[src/rtl/defuse_controller_if.sv]
// Game-side signal bundle between the defuse controller and its surroundings
// (button/switch inputs, face-driver restart, status and countdown outputs).
// Signalling contract: start/enter are raw asynchronous button levels; a
// press is one rising edge. code_in is a static switch level read on the
// ENTER event cycle. restart is a clk-synchronous level. All outputs are
// registered levels. No valid/ready handshake is involved.
interface defuse_controller_if;
  logic       start;
  logic       enter;
  logic [7:0] code_in;
  logic       restart;
  logic       armed;
  logic       success;
  logic       fail;
  logic [3:0] sec_tens;
  logic [3:0] sec_ones;
  logic [1:0] tries_left;

  modport master (
    output start, enter, code_in, restart,
    input  armed, success, fail, sec_tens, sec_ones, tries_left
  );

  modport slave (
    input  start, enter, code_in, restart,
    output armed, success, fail, sec_tens, sec_ones, tries_left
  );
endinterface

[src/rtl/defuse_controller.sv]
// defuse_controller: bomb-game core FSM. Arms a countdown, checks the switch
// code on each ENTER press and ends in DEFUSED or EXPLODED.
// Optional feature macro: STRIKE_PENALTY_EN (a wrong entry also removes
// PENALTY seconds, saturating at 00). Undefined by default.
// dbg_state exposes the FSM state for checkers.
module defuse_controller #(
  parameter logic [7:0] CODE      = 8'hA5,
  parameter int         TICK_DIV  = 50_000_000,
  parameter int         TIME_SEC  = 60,
  parameter int         MAX_TRIES = 3,
  parameter int         PENALTY   = 10
) (
  input  logic                clk,
  input  logic                rst,
  defuse_controller_if.slave  gif,
  output logic [1:0]          dbg_state
);

  localparam int PW = $clog2(TICK_DIV);
  localparam logic [6:0]    SEC_INIT   = 7'(TIME_SEC);
  localparam logic [1:0]    TRIES_INIT = 2'(MAX_TRIES);
  localparam logic [PW-1:0] PRESC_LAST = PW'(TICK_DIV - 1);

  typedef enum logic [1:0] {
    S_IDLE     = 2'd0,
    S_ARMED    = 2'd1,
    S_DEFUSED  = 2'd2,
    S_EXPLODED = 2'd3
  } state_t;

  state_t        state, state_n;
  logic [6:0]    secs, secs_n, step;
  logic [1:0]    tries, tries_n;
  logic [PW-1:0] presc, presc_n;
  logic          tick;
  logic [2:0]    start_sync, enter_sync;
  logic          start_ev, enter_ev, code_ok;

  // Binary seconds -> {tens, ones} BCD for the 7-segment driver.
  function automatic logic [7:0] to_bcd(input logic [6:0] v);
    return {4'(v / 7'd10), 4'(v % 7'd10)};
  endfunction

  // Two-flop synchronizers plus a delay flop for rising-edge detection.
  always_ff @(posedge clk) begin
    if (rst) begin
      start_sync <= '0;
      enter_sync <= '0;
    end else begin
      start_sync <= {start_sync[1:0], gif.start};
      enter_sync <= {enter_sync[1:0], gif.enter};
    end
  end

  assign start_ev  = start_sync[1] & ~start_sync[2];
  assign enter_ev  = enter_sync[1] & ~enter_sync[2];
  assign code_ok   = (gif.code_in == CODE);
  assign dbg_state = state;

  // Next-state and next-value computation for the game FSM.
  always_comb begin
    state_n = state;
    secs_n  = secs;
    tries_n = tries;
    presc_n = presc;
    tick    = 1'b0;
    step    = '0;
    case (state)
      S_IDLE: begin
        if (start_ev) begin
          state_n = S_ARMED;
          secs_n  = SEC_INIT;
          tries_n = TRIES_INIT;
          presc_n = '0;
        end
      end
      S_ARMED: begin
        tick = (presc == PRESC_LAST);
        if (enter_ev && code_ok) begin
          // A correct entry wins over any same-cycle tick; time freezes.
          state_n = S_DEFUSED;
        end else begin
          presc_n = tick ? '0 : presc + 1'b1;
          step    = {6'd0, tick};
`ifdef STRIKE_PENALTY_EN
          if (enter_ev) step = step + 7'(PENALTY);
`endif
          secs_n = (secs > step) ? secs - step : '0;
          if (enter_ev) tries_n = tries - 2'd1;
          if ((secs_n == 7'd0) || (enter_ev && tries == 2'd1))
            state_n = S_EXPLODED;
        end
      end
      S_DEFUSED, S_EXPLODED: begin
        if (gif.restart) begin
          state_n = S_IDLE;
          secs_n  = SEC_INIT;
          tries_n = TRIES_INIT;
          presc_n = '0;
        end
      end
      default: state_n = S_IDLE;
    endcase
  end

  // FSM state, counters and registered outputs decoded from the next state.
  always_ff @(posedge clk) begin
    if (rst) begin
      state          <= S_IDLE;
      secs           <= SEC_INIT;
      tries          <= TRIES_INIT;
      presc          <= '0;
      gif.armed      <= 1'b0;
      gif.success    <= 1'b0;
      gif.fail       <= 1'b0;
      {gif.sec_tens, gif.sec_ones} <= to_bcd(SEC_INIT);
      gif.tries_left <= TRIES_INIT;
    end else begin
      state          <= state_n;
      secs           <= secs_n;
      tries          <= tries_n;
      presc          <= presc_n;
      gif.armed      <= (state_n == S_ARMED);
      gif.success    <= (state_n == S_DEFUSED);
      gif.fail       <= (state_n == S_EXPLODED);
      {gif.sec_tens, gif.sec_ones} <= to_bcd(secs_n);
      gif.tries_left <= tries_n;
    end
  end

endmodule

[src/flat_wrapper.sv]
// flat-port wrapper written by rule: the top's interface ports become plain ports
module defuse_controller_flat 
#(
  parameter logic [7:0] CODE      = 8'hA5,
  parameter int         TICK_DIV  = 50_000_000,
  parameter int         TIME_SEC  = 60,
  parameter int         MAX_TRIES = 3,
  parameter int         PENALTY   = 10
)
  (clk, rst, dbg_state, gif_start, gif_enter, gif_code_in, gif_restart, gif_armed, gif_success, gif_fail, gif_sec_tens, gif_sec_ones, gif_tries_left);
  defuse_controller_if gif_i ();
  input  logic clk;
  input  logic rst;
  output logic [1:0] dbg_state;
  input wire logic [$bits(gif_i.start)-1:0] gif_start;
  input wire logic [$bits(gif_i.enter)-1:0] gif_enter;
  input wire logic [$bits(gif_i.code_in)-1:0] gif_code_in;
  input wire logic [$bits(gif_i.restart)-1:0] gif_restart;
  output wire logic [$bits(gif_i.armed)-1:0] gif_armed;
  output wire logic [$bits(gif_i.success)-1:0] gif_success;
  output wire logic [$bits(gif_i.fail)-1:0] gif_fail;
  output wire logic [$bits(gif_i.sec_tens)-1:0] gif_sec_tens;
  output wire logic [$bits(gif_i.sec_ones)-1:0] gif_sec_ones;
  output wire logic [$bits(gif_i.tries_left)-1:0] gif_tries_left;
  assign gif_i.start = gif_start;
  assign gif_i.enter = gif_enter;
  assign gif_i.code_in = gif_code_in;
  assign gif_i.restart = gif_restart;
  assign gif_armed = gif_i.armed;
  assign gif_success = gif_i.success;
  assign gif_fail = gif_i.fail;
  assign gif_sec_tens = gif_i.sec_tens;
  assign gif_sec_ones = gif_i.sec_ones;
  assign gif_tries_left = gif_i.tries_left;
  defuse_controller #(.CODE(CODE), .TICK_DIV(TICK_DIV), .TIME_SEC(TIME_SEC), .MAX_TRIES(MAX_TRIES), .PENALTY(PENALTY)) u_core (.clk(clk), .rst(rst), .gif(gif_i), .dbg_state(dbg_state));
endmodule
[config.mk]
export PLATFORM = sky130hd
export DESIGN_NAME = defuse_controller_flat
export DESIGN_NICKNAME = d
export VERILOG_FILES = /design/src/rtl/defuse_controller_if.sv /design/src/rtl/defuse_controller.sv /design/src/flat_wrapper.sv
export SDC_FILE = /design/constraint.sdc
export NUM_CORES = 1
export LEC_CHECK = 0
export CAP_MARGIN = 15
export CORE_MARGIN = 1
export CORE_UTILIZATION = 57
export DETAILED_ROUTE_END_ITERATION = 10
export PLACE_DENSITY = 0.79
export SYNTH_ARGS = -nofsm -noshare
export SYNTH_HDL_FRONTEND = slang
export SYNTH_SLANG_ARGS = --single-unit
[constraint.sdc]
create_clock -name clk -period 5 [get_ports clk]
set_input_delay 0.5 -clock clk [delete_from_list [all_inputs] [get_ports clk]]
set_output_delay 0.5 -clock clk [all_outputs]
set_load 0.01 [all_outputs]
==> flow_summary.yaml <==
place:
  port_buffers: 27
  dp_hpwl_mm: 4.60
  dp_cells: 421
  gp_routability_congestion: 0.865
floorplanning:
  io_pins: 28
  start_util_pct: 61.0
  dieArea_mm2: 0.00548
  dieHeight_um: 74.1
  die_width_um: 74.1
  coreArea_mm2: 0.00485
  row_count: 25
cells_and_area:
  area.growth.synth_to_final_pct: 13.3
  drive_above_1_share_pct: 10.8
  layoutNonFillerInstCount: 428
  fin_nets: 379
  final_util_pct: 69.2
  fillers: 413
  antenna_cells: 0
timing:
  rsz0062_at_grt: "no"
  tightest_slew_ns: 0.707
  slew_viol_final: 0
  tns_ns: 0
  fmax_mhz: 223
  max-slew-margin-rel_pct: 52.8
  min_period_ns: 4.49
  finalSetupViolCount: 0
  period_share_pct: 89.8
  clock_skew_ns: 0.00965
  finalHoldViolations: 0
route:
  num_vias: 2532
  wl_mm: 6.32
  ant_nets: 0
  routed_via_density: 5.92
  first_pass_iters: 4
  route.detailed.drc: 0
  drt-initial-drc-count: 96
  wl_per_cell_um: 14.8
critical_path:
  critPathLaunch: "u_core.presc[10]$_SDFFE_PP0P_"
  rr_startpoint: "u_core.presc[10]$_SDFFE_PP0P_"
  worstPathArrival_ns: 4.72
  required_ns: 5.23
  setup.worst_path.start_class: "flop"
  crit_fanout: 8
  end_kind: "flop"
  crit_type: "flop to flop"
clock_network:
  clk_latency_ns: 0.31
  clk_pin_slew_ns: 0.10
  post_cts_buffers: 0
  cts_resized: 0
  cts_tree: "built"
  htree_levels: 2
  ctsHoldBuffers: 0
  cts-root-buf: "clkbuf_8"
  clock_sinks: 53
  cts-buffers-inserted: 5
  clock_path_buffers: 2
global_route:
  grt_max_degree: 32
  grt.overflow.total: 0
  antenna_found_initial: 0
  grt_use_total_pct: 25.0
  grt_pass1_wl_mm: 10.6
  grt_pass1_vias: 2348
power:
  p_leak_uw: 0.00116
  vdd_drop_max_v: 0.000241
  p_total_uw: 715
  powerDensity_mw_per_mm2: 213
synthesis:
  synth_edf_count: 0
  yosys_register_bits: 53
  yosys.cell_types.count: 74
  syn-num-nets: 353
  ys_async_sr_fraction_pct: 0
  syn-instance-count: 335
  yosysWarnings: 0
  netlist_area_mm2: 0.00296
  synth_ff_type: "dfxtp_1"
  synth_area_per_cell_um2: 8.83
  ys_seq_area_share_pct: 35.9
min_path:
  holdCritPathClass: "flop to flop"
  min_from: "u_core.enter_sync[0]$_SDFF_PP0_"
run:
  cap_violations: 0
outcome:
  status: "completed"
-- kinds of logic after synthesis --
group,count (synthesis),synth area share [%]
AOI/OAI and AO/OA,83,22.7
xor gates and xnor gates,17,5.03
adders and majority gates,6,2.45
buffers and inverters,21,3.30
DFF,53,35.9
muxes,1,0.338
and+or+nand+nor,154,30.4
-- per-layer routing --
| layer | GRT usage (%) | vias to the layer above | part of all wire [%] |
|---|---|---|---|
| li1 | - | 1266 | - |
| met1 | 30.4 | 1206 | 46 |
| met2 | 44.7 | 51 | 50 |
| met3 | 4.74 | 9 | 3.1 |
| met4 | 6.84 | 0 | 0.95 |
| met5 | 0 | - | 0 |
-- cell usage after synthesis (7+ instances only) --
| cell | number | area share (%) |
|---|---|---|
| xnor2_1 | 9 | 2.7 |
| o21ai_0 | 15 | 2.5 |
| inv_1 | 11 | 1.4 |
| a21oi_1 | 21 | 3.6 |
| and3_1 | 7 | 1.5 |
| nor2_1 | 40 | 5.1 |
| dfxtp_1 | 53 | 36 |
| nand3_1 | 11 | 1.9 |
| xor2_1 | 8 | 2.4 |
| nand4_1 | 8 | 1.7 |
| nor3_1 | 11 | 1.9 |
| nand2b_1 | 9 | 1.9 |
| nor2b_1 | 11 | 2.3 |
| nand2_1 | 27 | 3.4 |
-- cells in the final DEF, fill, tap and decap left out, types with 2 or more instances in the layout --
master	instances
and4bb_1	2
clkdlybuf4s50_1	27
o21ai_0	15
nand3_1	11
inv_1	11
a31oi_2	2
a211oi_1	3
nor4_2	2
a21oi_1	21
nor2_1	40
nor3b_4	2
nor4_1	2
dfxtp_1	53
ha_1	5
xor2_1	8
o22ai_1	2
a31o_1	2
nor3_1	11
nand2b_1	9
a32oi_1	2
a21oi_2	2
o31a_1	2
nand2_1	27
o31ai_2	2
buf_4	2
a21o_1	5
clkbuf_8	5
o21ai_1	3
a211oi_2	2
nand4_1	8
a31oi_1	2
nor2b_1	11
xnor2_1	9
or3_1	3
and3_1	7
or2_2	2
-- worst max-delay path, cell delays in order, from the launching register on --
cell,delay (ns)
dfxtp_1,0.37
or4_1,0.54
nor4_1,0.48
ha_1,0.34
ha_1,0.26
nor3b_4,0.28
nor2_1,0.07
o31a_1,0.26
a21oi_2,0.37
xnor2_1,0.17
a31o_1,0.24
or2_1,0.23
inv_1,0.06
ha_1,0.23
o31ai_4,0.11
a21o_1,0.21
a221oi_2,0.20
-- report_power, final --
part | leakage [uW] | total (uW) | internal, uW | switching [uW]
combinational | 0.000693 | 52.4 | 23.2 | 29.1
sequential | 0.000428 | 427 | 425 | 2.04
clock | 0.0000412 | 236 | 97.4 | 139
total | 0.00116 | 715 | 545 | 170
-- state kept, by name, indices dropped and copies added (netlist names) --
name	flops
u_core.secs	6
u_core.dbg_state	2
u_core.gif.armed	1
u_core.start_sync	3
u_core.gif.fail	1
u_core.gif.sec_ones	4
u_core.enter_sync	3
u_core.gif.sec_tens	4
u_core.gif.success	1
u_core.tries	2
u_core.presc	26
-- area by class of cell --
type	count	area (um2)	share of cell area (%)
Multi-Input combinational cell	261	1800	53.7
Clock buffer	6	72.6	2.16
Clock inverter	1	8.76	0.261
Inverter	11	41.3	1.23
Sequential cell	53	1060	31.6
Tap cell	67	83.8	2.50
Timing Repair Buffer	29	285	8.51
-- metrics by stage --
step / hold WS [ns] / setup slack, ns / instance area (um2)
detailed placement: 0.432 / 0.637 / 3270
floorplan: 0.414 / 1.02 / 2960
global route: 0.469 / 0.205 / 3350
finish: 0.453 / 0.508 / 3350
CTS: 0.456 / 0.553 / 3350
global placement: 0.426 / 0.774 / 3270
-- final timing paths --
check | end | slack [ns] | cells after the start
worst max-delay path | u_core.gif.sec_ones[2]$_SDFF_PP0_ | 0.51 | 16
worst min register to register | u_core.enter_sync[1]$_SDFF_PP0_ | 0.45 | 1
worst max register to register | u_core.gif.sec_ones[2]$_SDFF_PP0_ | 0.51 | 16
worst min-delay path | u_core.enter_sync[1]$_SDFF_PP0_ | 0.45 | 1
Note: power is estimated with default switching activity, not from simulation.
